File: src/rtl/piso_pkg.sv
// piso_pkg: shared state encoding and counter sizing for the serializer
package piso_pkg;
    typedef enum logic {IDLE, SHIFT} state_t;

    function automatic int cnt_w(input int w);
        return (w < 3) ? 1 : $clog2(w);
    endfunction
endpackage

File: src/rtl/piso_serializer.sv
// piso_serializer: valid/ready word in, framed serial bitstream out
module piso_serializer
    import piso_pkg::*;
#(
    parameter int WIDTH     = 3,
    parameter bit LSB_FIRST = 1'b1
) (
    input  logic             clk,
    input  logic             rst_n,
    input  logic [WIDTH-1:0] in_data,
    input  logic             in_valid,
    output logic             in_ready,
    output logic             serial_out,
    output logic             serial_valid,
    output logic             frame_start,
    output logic             frame_end,
    output logic             busy
);
    localparam int CW = cnt_w(WIDTH);

    state_t           state;
    logic [WIDTH-1:0] shift_reg;
    logic [WIDTH-1:0] shifted;
    logic [CW-1:0]    cnt;
    logic             xfer;

    assign in_ready = (state == IDLE) | (state == SHIFT && cnt == '0);
    assign xfer     = in_valid & in_ready;
    assign shifted  = LSB_FIRST ? shift_reg >> 1 : shift_reg << 1;
    assign busy     = serial_valid;

    // shift_reg always holds the bit currently on serial_out at its output end
    always_ff @(posedge clk or negedge rst_n) begin
        if (!rst_n) begin
            state        <= IDLE;
            shift_reg    <= '0;
            cnt          <= '0;
            serial_out   <= 1'b0;
            serial_valid <= 1'b0;
            frame_start  <= 1'b0;
            frame_end    <= 1'b0;
        end else if (xfer) begin
            state        <= SHIFT;
            shift_reg    <= in_data;
            cnt          <= CW'(WIDTH - 1);
            serial_out   <= LSB_FIRST ? in_data[0] : in_data[WIDTH-1];
            serial_valid <= 1'b1;
            frame_start  <= 1'b1;
            frame_end    <= 1'b0;
        end else if (state == SHIFT && cnt != '0) begin
            shift_reg    <= shifted;
            cnt          <= cnt - CW'(1);
            serial_out   <= LSB_FIRST ? shifted[0] : shifted[WIDTH-1];
            serial_valid <= 1'b1;
            frame_start  <= 1'b0;
            frame_end    <= (cnt == CW'(1));
        end else begin
            state        <= IDLE;
            serial_out   <= 1'b0;
            serial_valid <= 1'b0;
            frame_start  <= 1'b0;
            frame_end    <= 1'b0;
        end
    end
endmodule

File: config.mk
export PLATFORM = sky130hd
export DESIGN_NAME = piso_serializer
export DESIGN_NICKNAME = d
export VERILOG_FILES = /design/src/rtl/piso_pkg.sv /design/src/rtl/piso_serializer.sv
export SDC_FILE = /design/constraint.sdc
export NUM_CORES = 1
export LEC_CHECK = 0
export ABC_AREA = 0
export CORE_AREA = 2 2 39 41
export CTS_BUF_LIST = sky130_fd_sc_hd__clkbuf_16
export DETAILED_ROUTE_END_ITERATION = 6
export DIE_AREA = 0 0 41 43
export SLEW_MARGIN = 5
export SYNTH_ARGS = -nofsm -noshare
export SYNTH_HDL_FRONTEND = slang
export SYNTH_SLANG_ARGS = --single-unit
File: constraint.sdc
create_clock -name clk -period 1.5 [get_ports clk]
set_input_delay 0.45 -clock clk [delete_from_list [all_inputs] [get_ports clk]]
set_output_delay 0.45 -clock clk [all_outputs]
set_load 0.05 [all_outputs]
==> summary.txt <==
Status = complete, but fails checks
Failing checks = setup timing
Via Count = 260
Syn_area_per_cell = 12.1 sq um
R2R depth = 5
Worst Path Required = 1.05 ns
Register area share after synthesis = 58.3%
Hpwl dp = 470 um
FP Rows = 14
Core area = 1380 sq um
Crit path launch = cnt[0]
Final Wtd Congestion = 0.704
CTS max path bufs = 2
Final setup fails = 1
Setup ws final = -0.0127 ns
Worst skew pair latency = 0.23 ns
Hold Buf Count CTS = 0
Switching Share = 35.7%
CP Data Arrival Time = 1.06 ns
Clock tree from TritonCTS = yes
Final ANT Viol Nets = 0
Crit path max-delay cell type = dfrtp_1
R2r setup slk = 0.34 ns
Fraction of layout cells with a size suffix above 1 = 40.0%
#FFs+latches synth = 9
Max-slew violation count = 0
H-tree lvl count = 1
Comb power frac = 51.9%
Via/cell ratio = 3.94
Initial antenna violation count = 0
Largest net degree at the start of global routing = 13
Worst Min Path Start = shift_reg[1]
Clk pwr share = 24.8%
Area grow syn2layout = 78.6%
Critical path capture point type = output port
Peak supply drop = 1.22 mV
Hold Path Stages = 2
Utilization after layout = 49.9%
Drt first pass iters = 2
First-pass GRT wire length = 1110 um
Commonest cells after routing, fill and taps aside = dfrtp_1, buf_12, clkdlybuf4s50_1, buf_4
Syn Nets = 40
Cts bufs inserted = 3
CP delay by family, top = flip-flops
CP max FO = 2
Worst flop-to-flop path startpoint = cnt[0]
Die ar. = 1760 sq um
Die Wd = 41 um
Worst-margin pin slew = 0.402 ns
Unrepaired setup endpoints after global routing = true
Commonest non-fill, non-tap cell in the layout = dfrtp_1
Slowest stage delay, CP = 0.35 ns
Netlist cell types = 16
Cell internal pwr = 1.17 mW
Clock sink total = 9
Slew headroom = 73.1%
Psw = 0.652 mW
Io pins = 12
Fmax achieved = 661 MHz
IO buf count = 11
Layout Skew = 0.00214 ns
Lkg Pwr = 0.326 nW
Vias in the first global route = 257
CP startpoint kind = flip-flop
Clock Root Buffer = clkbuf_16
Ant diodes = 0
Fin crit share = 101%
Crit path buf inv count = 2
Pwr Density = 2640 nW/um^2
Gr usage total = 10.3%
Crit path kind = flip-flop to output port
Synth Cell Area = 387 sq um
Final wirelength = 653 um
Fillcell total = 124
GRT overflow = 0
Finished Layout Cells = 66
TNS Setup = -0.0127 ns
Dpl ws = -0.0234 ns
Initial core utilization = 27.9%
FF-to-FF End = frame_start
Final net count = 59
Post-layout minimum cycle time = 1.51 ns
Synthesized instance count = 32
Reg clk slew, reported paths = 0.04 ns
Worst hold path endpoint = serial_out
Ys Warns = 0
Dpl cells = 59
DR WL/cell = 9.89 um
Max-capacitance violation count = 0
Crit path cell chain = inv_2 -> ha_4 -> nand2b_4 -> buf_12
DRC viols = 0
Die height = 43 um
Seq pwr share = 23.3%
Hold Crit Class = flip-flop to flip-flop
Fin. Hold Viols = 0
DRT iter0 DRCs = 3
## cells by family (layout without fill, tap and decap cells)
| group | Yosys count | after routing | synth area share (%) |
|---|---|---|---|
| buf+inv | 6 | 24 | 7.76 |
| fa+ha+maj | 2 | 2 | 6.47 |
| mux | 3 | 3 | 8.09 |
| simple gates | 8 | 8 | 14.2 |
| compound gates | 4 | 4 | 5.18 |
| flops | 9 | 9 | 58.3 |
## how the worst max path moves through the flow
stage | endpoint | slack [ns] | cells after the start
CTS | in_ready | -0.04 | 4
detailed placement | shift_reg[2] | -0.02 | 3
finish | in_ready | -0.01 | 4
global route | in_ready | -0.07 | 4
global placement | shift_reg[2] | -0.01 | 3
floorplan | in_ready | 0.12 | 4
## metrics by stage
step	area [sq um]	hold WS (ns)	total power [mW]
floorplan	387	0.154	0.904
global route	691	0.568	1.94
detailed placement	577	0.503	1.29
global placement	577	0.495	1.28
finish	691	0.512	1.82
CTS	673	0.512	1.80
## power by group through the flow
stage | clock network, mW | registers [mW] | logic, mW
2_1_floorplan | 0 | 0.545 | 0.359
3_3_place_gp | 0 | 0.428 | 0.856
3_5_place_dp | 0 | 0.430 | 0.861
4_1_cts | 0.464 | 0.423 | 0.910
5_1_grt | 0.478 | 0.437 | 1.03
6_report | 0.453 | 0.424 | 0.946
## cells in the mapped netlist
cell	n	area, sq um
and2_1	1	6.26
mux2i_1	2	20.0
a21oi_1	1	5.00
inv_1	4	15.0
o21ai_1	2	10.0
dfrtp_1	9	225
nand2b_2	1	8.76
mux2_1	1	11.3
ha_1	2	25.0
and2_2	1	7.51
nand2b_1	1	6.26
buf_4	2	15.0
nor2_1	2	7.51
nand2b_4	1	13.8
o21ai_0	1	5.00
nand3_1	1	5.00
## worst reg2reg max path: cells and delay by family (launching register included)
family | cells | cell delay [ns]
fa+ha+maj | 1 | 0.14
buf+inv | 2 | 0.22
flops | 1 | 0.35
simple gates | 2 | 0.33
## final cells by class
class	instances	area [sq um]	area share (%)
sequential	9	225	32.6
timing repair buffer	16	208	30.1
multi-input combinational	17	144	20.8
clock buffer	3	75.1	10.9
tap	16	20.0	2.90
inverter	4	15.0	2.17
clock inverter	1	3.75	0.543
## metal layers
layer | vias to the layer above | track usage, % | share of wire (%)
li1 | 136 | - | -
met3 | 0 | 5.24 | 9.2
met1 | 114 | 11.3 | 43
met4 | 0 | 8.00 | 0
met5 | - | 0 | 0
met2 | 10 | 14.4 | 47
## what timing repair did
| item | in CTS | in global routing |
|---|---|---|
| setup endpoints to repair | 1 | 1 |
| gates resized for setup | 2 | 2 |
| pin swaps | 1 | 1 |
| setup buffers | 2 | 1 |
No activity file was read; power rests on OpenSTA's default activity.
